$ cat config.mk
export PLATFORM = sky130hd
export DESIGN_NAME = step_pattern_sequencer
export DESIGN_NICKNAME = d
export VERILOG_FILES = /design/src/rtl/step_seq_pkg.sv /design/src/rtl/trig_stretch.sv /design/src/rtl/step_pattern_sequencer.sv
export SDC_FILE = /design/constraint.sdc
export NUM_CORES = 1
export LEC_CHECK = 0
export BUFFER_PORTS_ARGS = -buffer_cell sky130_fd_sc_hd__buf_4
export CAP_MARGIN = 10
export CORE_MARGIN = 5
export CORE_UTILIZATION = 56
export CTS_BUF_LIST = sky130_fd_sc_hd__clkbuf_8 sky130_fd_sc_hd__clkbuf_16
export DETAILED_ROUTE_END_ITERATION = 8
export GPL_TIMING_DRIVEN = 1
export PLACE_DENSITY = 0.83
export SYNTH_ARGS = -nofsm -noshare
export SYNTH_HDL_FRONTEND = slang
export SYNTH_SLANG_ARGS = --single-unit
$ cat constraint.sdc
create_clock -name clk -period 4.45 [get_ports clk]
set_input_delay 0.89 -clock clk [delete_from_list [all_inputs] [get_ports clk]]
set_output_delay 0.89 -clock clk [all_outputs]
set_load 0.05 [all_outputs]
$ cat src/rtl/step_seq_pkg.sv
// rtl/step_seq_pkg.sv - shared types and constants for the step pattern sequencer
package step_seq_pkg;

   localparam int STEPS = 8;
   localparam int ROWS  = 8;

   typedef logic [ROWS-1:0] pattern_col_t;
   typedef logic [2:0]      step_idx_t;

   typedef enum logic {
      IDLE  = 1'b0,
      CLEAR = 1'b1
   } state_e;

   function automatic pattern_col_t toggle_bit(input pattern_col_t col, input step_idx_t row);
      return col ^ (pattern_col_t'(1) << row);
   endfunction

endpackage

$ cat src/rtl/trig_stretch.sv
// rtl/trig_stretch.sv - holds a trigger word for TRIG_LEN cycles, restarting on every load
module trig_stretch
   import step_seq_pkg::*;
#(
   parameter int TRIG_LEN = 1
) (
   input  logic         clk,
   input  logic         rst,
   input  logic         load,
   input  pattern_col_t value,
   output pattern_col_t trig,
   output logic         trig_valid
);

   logic [3:0]   cnt_q, cnt_d;
   pattern_col_t trig_q, trig_d;
   logic         valid_q, valid_d;

   always_comb begin
      cnt_d   = cnt_q;
      trig_d  = trig_q;
      valid_d = valid_q;
      if (load) begin
         cnt_d   = 4'(TRIG_LEN);
         trig_d  = value;
         valid_d = |value;
      end else if (cnt_q == 4'd1) begin
         cnt_d   = 4'd0;
         trig_d  = '0;
         valid_d = 1'b0;
      end else if (cnt_q != 4'd0) begin
         cnt_d = cnt_q - 4'd1;
      end
   end

   always_ff @(posedge clk) begin
      if (!rst) begin
         cnt_q   <= 4'd0;
         trig_q  <= '0;
         valid_q <= 1'b0;
      end else begin
         cnt_q   <= cnt_d;
         trig_q  <= trig_d;
         valid_q <= valid_d;
      end
   end

   assign trig       = trig_q;
   assign trig_valid = valid_q;

endmodule

$ cat src/rtl/step_pattern_sequencer.sv
// rtl/step_pattern_sequencer.sv - 8x8 pad pattern sequencer; clear sweep gated by STEP_SEQ_CLEAR_EN
module step_pattern_sequencer
   import step_seq_pkg::*;
#(
   parameter int TRIG_LEN = 1
) (
   input  logic       clk,
   input  logic       rst,
   input  logic [2:0] step,
   input  logic       run,
   input  logic       btn_valid,
   input  logic [2:0] btn_row,
   input  logic [2:0] btn_col,
   input  logic       clear,
   output logic [7:0] col_bits,
   output logic [7:0] trig,
   output logic       trig_valid,
   output logic       busy
);

   pattern_col_t pattern_q [STEPS];
   step_idx_t    step_q;
   step_idx_t    idx_q;
   pattern_col_t col_bits_q;
   state_e       state_q;
   logic         busy_q;
   logic         load;

   // Reads pattern_q before this cycle's toggle lands, so a same-cycle press is not heard.
   assign load = (step != step_q) && run && (state_q == IDLE);

   always_ff @(posedge clk) begin
      if (!rst) begin
         for (int i = 0; i < STEPS; i++) pattern_q[i] <= '0;
         state_q <= IDLE;
         idx_q   <= '0;
         busy_q  <= 1'b0;
      end else begin
         case (state_q)
            IDLE: begin
               if (btn_valid) pattern_q[btn_col] <= toggle_bit(pattern_q[btn_col], btn_row);
`ifdef STEP_SEQ_CLEAR_EN
               if (clear) begin
                  state_q <= CLEAR;
                  idx_q   <= '0;
                  busy_q  <= 1'b1;
               end
`endif
            end
            CLEAR: begin
               pattern_q[idx_q] <= '0;
               idx_q            <= idx_q + 3'd1;
               if (idx_q == 3'd7) begin
                  state_q <= IDLE;
                  busy_q  <= 1'b0;
               end
            end
            default: state_q <= IDLE;
         endcase
      end
   end

`ifndef STEP_SEQ_CLEAR_EN
   logic unused_clear;
   assign unused_clear = clear;
`endif

   always_ff @(posedge clk) begin
      if (!rst) begin
         step_q     <= '0;
         col_bits_q <= '0;
      end else begin
         step_q     <= step;
         col_bits_q <= pattern_q[step];
      end
   end

   trig_stretch #(
      .TRIG_LEN (TRIG_LEN)
   ) u_trig_stretch (
      .clk        (clk),
      .rst        (rst),
      .load       (load),
      .value      (pattern_q[step]),
      .trig       (trig),
      .trig_valid (trig_valid)
   );

   assign col_bits = col_bits_q;
   assign busy     = busy_q;

endmodule

### Yosys cells after proc, flatten, opt, wreduce, memory -nomap -nowiden

Memories as Yosys holds them, arrays and structs flattened.
Cells that the tools add are included.

| word-level totals | value |
|---|---|
| register bits after elaboration | 28 |
| RAM bits | 64 |
| output and inout bits | 18 |
| word-level logic and storage cells | 50 |
| memories kept | 1 |

| operators by class | value |
|---|---|
| add/sub/neg operators | 2 |
| eq/ne operators | 3 |
| shift-type cells | 1 |
| multiplexer cells | 22 |
| bitwise operators | 3 |
| reductions and logical operators | 10 |

Memory list:

| memory | depth | bits a word | rd ports | clocked after memory_dff | wr ports | RTL line | RTL |
|---|---|---|---|---|---|---|---|
| pattern_q | 8 | 8 | 2 | 0 | 8 | step_pattern_sequencer.sv:21 | `pattern_col_t pattern_q [STEPS];` |

Operators with widths:

| operator | count |
|---|---|
| 8-bit two-way mux | 4 |
| 8-bit OR reduction | 3 |
| 1-bit two-way mux | 16 |
| 1-bit by 3-bit left shift with 8-bit output, first input constant | 1 |
| 8-bit bitwise XOR | 1 |
| 3-bit two-way mux | 2 |
| 4-bit by 1-bit equality test with 1-bit output, second input constant | 1 |
| 4-bit nonzero test | 1 |
| 4-bit by 1-bit subtractor with 4-bit output, second input constant | 1 |
| 3-bit by 1-bit adder with 3-bit output, second input constant | 1 |
| 3-bit equality test, second input constant | 1 |
| 3-bit inequality test | 1 |
| 3-bit nonzero test | 1 |
| 3-bit OR reduction | 1 |
| 1-bit logical AND | 2 |
| 1-bit inverter | 2 |
| 2-bit AND reduction | 1 |
| 2-bit nonzero test | 1 |

### Depth between registers and ports, before layout

| depth | value |
|---|---|
| word-level depth | 7 |
| gate-level depth with buffers | 7 |

### Hierarchy

From an unflattened synthesis, not the netlist that was laid out.

| unflattened totals | value |
|---|---|
| cells, all modules | 373 |
| area total of the unflattened synthesis | 4,636.9 um^2 |

Modules (own cells, without submodules):

| module | times used | cells an instance | area each (um^2) | seq. area each (um^2) |
|---|---|---|---|---|
| step_pattern_sequencer | 1 | 324 | 4,098.9 | 2,222.1 |
| trig_stretch | 1 | 49 | 538.0 | 260.2 |

### Worst setup path after synthesis

No wires, ideal clock.

| timing | value |
|---|---|
| path kind | input -> register |
| start | in btn_col[0] |
| end | mem pattern_q[2][4] (netlist name) (data pin) |
| library setup time | 0.261 ns |
| data arrival time | 2.085 ns |
| data required time | 4.189 ns |
| slack | 2.103 ns |
| cell stages on the path | 7 |
| path buffers | 2 |
| cells stage by stage | buf_6 buf_12 mux4_2 mux2i_1 xnor2_1 nand2_2 nor2_1 |

RTL lines:

| item | RTL line | RTL |
|---|---|---|
| start: declaration | step_pattern_sequencer.sv:13 | `input logic [2:0] btn_col,` |
| end: declaration | step_pattern_sequencer.sv:21 |  |

==> results.cfg <==
[critical_path]
cp_common_cell = nand2_1
crit_chain = buf_4 -> nand2_1 -> o31ai_1 -> nand2_1 -> nand2_1
critPathCaptureType = register
path_buf_inv = 1
cp.arrival_ns = 2.86
cpMaxStageDelayCell = o31ai_1
cp.required_ns = 4.45
critPathMaxFanout = 17
start_kind = input pin
path_class = in2reg
cpLargestDelayFamily = simple AND/OR/NAND/NOR gates
cpPeakStageDelay_ns = 0.50

[drt]
vias_per_cell = 6.24
wire_per_inst_um = 20.7
dr.pass1.iters = 6
antenna_left = 0
via_count = 2966
wl_mm = 9.82
first_iter_violations = 304
drc = 0

[floorplanning]
core_area_um2 = 7810
rows = 32
die_w_um = 100
die_y_um = 100
die-area_um2 = 10000
initial_utilization = 0.581
boundaryPins = 32

[logic_synthesis]
yosysSeqAreaShare = 0.547
avgSynthCellArea_um2 = 13.2
yosysWarningCount = 0
synthFlopType = edfxtp_1
yosys.area.top_type = edfxtp_1
synth.cell_area_um2 = 4540
synth.area.top_cells = edfxtp_1, dfxtp_1, mux4_2
synth_edf_count = 64
ys_async_sr_fraction = 0
synth_top_area_frac = 0.423
synth_nets = 364
syn-instance-count = 345
ys_seq_elements = 92
synth.distinct_cells = 38

[pwr]
ir_drop_mv = 0.154
p_clk_frac = 0.284
switching_share = 0.286
switchingPower_uw = 509
power_density_nw_per_um2 = 362
sequentialPowerShare = 0.551
leakage_uw = 0.00186
p_int_uw = 1270
p_comb_frac = 0.165

[final_layout]
layout.cells.most_common_list = nor2_1, edfxtp_1, nand2_1
final_common_cell = nor2_1
area_delta_synth_final_pct = 8.13
drive_above_1_share = 0.196
final_core_util = 0.629
num_antenna_cells = 0
fillers = 549
multiInputGateArea_um2 = 1900
layout.nets = 387
seqCellArea_um2 = 2480

[global_route]
grt_pass1_vias = 2860
grt_use_met1 = 0.238
grt-ovfl-total = 0
grt.met3_usage = 0.0285
grt_util_met2 = 0.366
grt_max_degree = 21
grt_pass1_wl_mm = 15.0
gr-max-usage-layer = met2
antenna_found_initial = 0
grt_usage = 0.203

[placed_design]
dpl_worst_slack_ns = 1.24
io_buffers = 29
dp_hpwl_mm = 6.57
gp_congestion = 0.820

[sta]
layout_setup_ws_ns = 1.59
slew_violations = 0
skew_ns = 0.0113
hold_slack_ns = 0.478
final.min_clock_period_ns = 2.86
hold_viol = 0
worst_pin_slew_ns = 0.673
rsz0062_at_grt = no
slew-limit-headroom = 0.550
fin_setup_tns_ns = 0
maxClockFrequency_mhz = 350
setup_viol = 0
timing.final.crit_share = 0.642

[clocking]
ctsResizeCount = 0
post_cts_buffers = 0
clk_pin_slew_ns = 0.09
htree_levels = 3
numCtsBuffers = 9
root_buffer = clkbuf_8
ctsHoldBuffers = 0
cts_tree = yes
clkLatencyLatePin_ns = 0.36
cts_max_path_buffers = 2
clock_sinks = 92

[min_path]
min_path_type = reg2reg

[run_status]
run_status = complete, no violations

[run]
max_cap_viol_count = 0
-- final cells by class --
| type | instances | area share |
|---|---|---|
| Sequential cell | 92 | 0.506 |
| Multi-Input combinational cell | 232 | 0.386 |
| Timing Repair Buffer | 29 | 0.0444 |
| Tap cell | 102 | 0.0260 |
| Clock buffer | 9 | 0.0252 |
| Clock inverter | 7 | 0.00918 |
| Inverter | 4 | 0.00306 |
-- synth_stat cells, types with 2 or more instances --
cell type and count:
ha_1 5, nor3b_1 2, buf_6 4, nor2_1 83, dfxtp_1 28, nand2_2 5
nand3_1 2, o2bb2ai_1 9, buf_12 2, nand2_1 30, clkbuf_1 6, nand2b_1 4
a21oi_1 5, buf_2 3, inv_1 4, and2_1 2, nor3_1 3, mux4_1 12
nand3b_1 5, edfxtp_1 64, xor2_1 5, mux2i_2 2, mux4_2 20, mux2i_1 16
nand4_1 2, o21ai_0 4, xnor2_1 7
-- stage by stage --
| stage | power [µW] | cell area, µm² | std cells |
|---|---|---|---|
| 2_1_floorplan | 1220 | 4540 | 345 |
| 5_1_grt | 1850 | 4910 | 475 |
| 3_5_place_dp | 1290 | 4740 | 459 |
| 4_1_cts | 1780 | 4910 | 475 |
| 3_3_place_gp | 1280 | 4740 | 459 |
| 6_report | 1780 | 4910 | 475 |
-- power by group through the flow --
stage          combinational (µW)  sequential [µW]  clock, µW
2_1_floorplan                 186             1030          0
3_3_place_gp                  284              996          0
5_1_grt                       313              985        549
4_1_cts                       293              980        508
6_report                      293              980        504
3_5_place_dp                  291              999          0
-- final timing paths --
check / startpoint / to / slack, ns / depth (start not counted)
min reg2reg: u_trig_stretch.trig[3]$_SDFFE_PN0P_ / u_trig_stretch.trig[3]$_SDFFE_PN0P_ / 0.48 / 1
min: u_trig_stretch.trig[3]$_SDFFE_PN0P_ / u_trig_stretch.trig[3]$_SDFFE_PN0P_ / 0.48 / 1
max reg2reg: state_q$_SDFF_PN0_ / pattern_q[1][1]$_SDFFCE_PN0P_ / 1.69 / 4
max: rst / pattern_q[1][1]$_SDFFCE_PN0P_ / 1.59 / 5
-- flip-flops by register name, indices dropped and copies added (netlist names) --
register                   cells
pattern_q                     64
idx_q                          3
state_q                        1
step_q                         3
col_bits                       8
u_trig_stretch.trig_valid      1
u_trig_stretch.trig            8
u_trig_stretch.cnt_q           4
-- routing by layer --
layer / vias up / part of all wire
met2: 173 / 0.54
met1: 1455 / 0.36
met3: 19 / 0.081
met4: 0 / 0.020
li1: 1319 / -
met5: - / 0
-- worst reg2reg max path, stage by stage, from the launching register on --
cell and delay [ns]:
dfxtp_1 0.54, nand2_1 0.50, o31ai_1 0.50, nand2_1 0.36, nand2_1 0.49
-- cells by family (layout without fill, tap and decap cells) --
logic type / after synthesis / count (layout) / share of synthesized area
AO/OA/AOI/OAI: 22 / 22 / 0.0358
XOR/XNOR: 12 / 12 / 0.0232
adder cells (fa/ha/maj): 5 / 5 / 0.0138
buffers and inverters: 21 / 49 / 0.0353
flip-flops: 92 / 92 / 0.547
multiplexers: 50 / 50 / 0.210
other: 1 / 1 / 0.000826
AND/OR/NAND/NOR: 142 / 142 / 0.134
No activity file was read; power rests on OpenSTA's default activity.
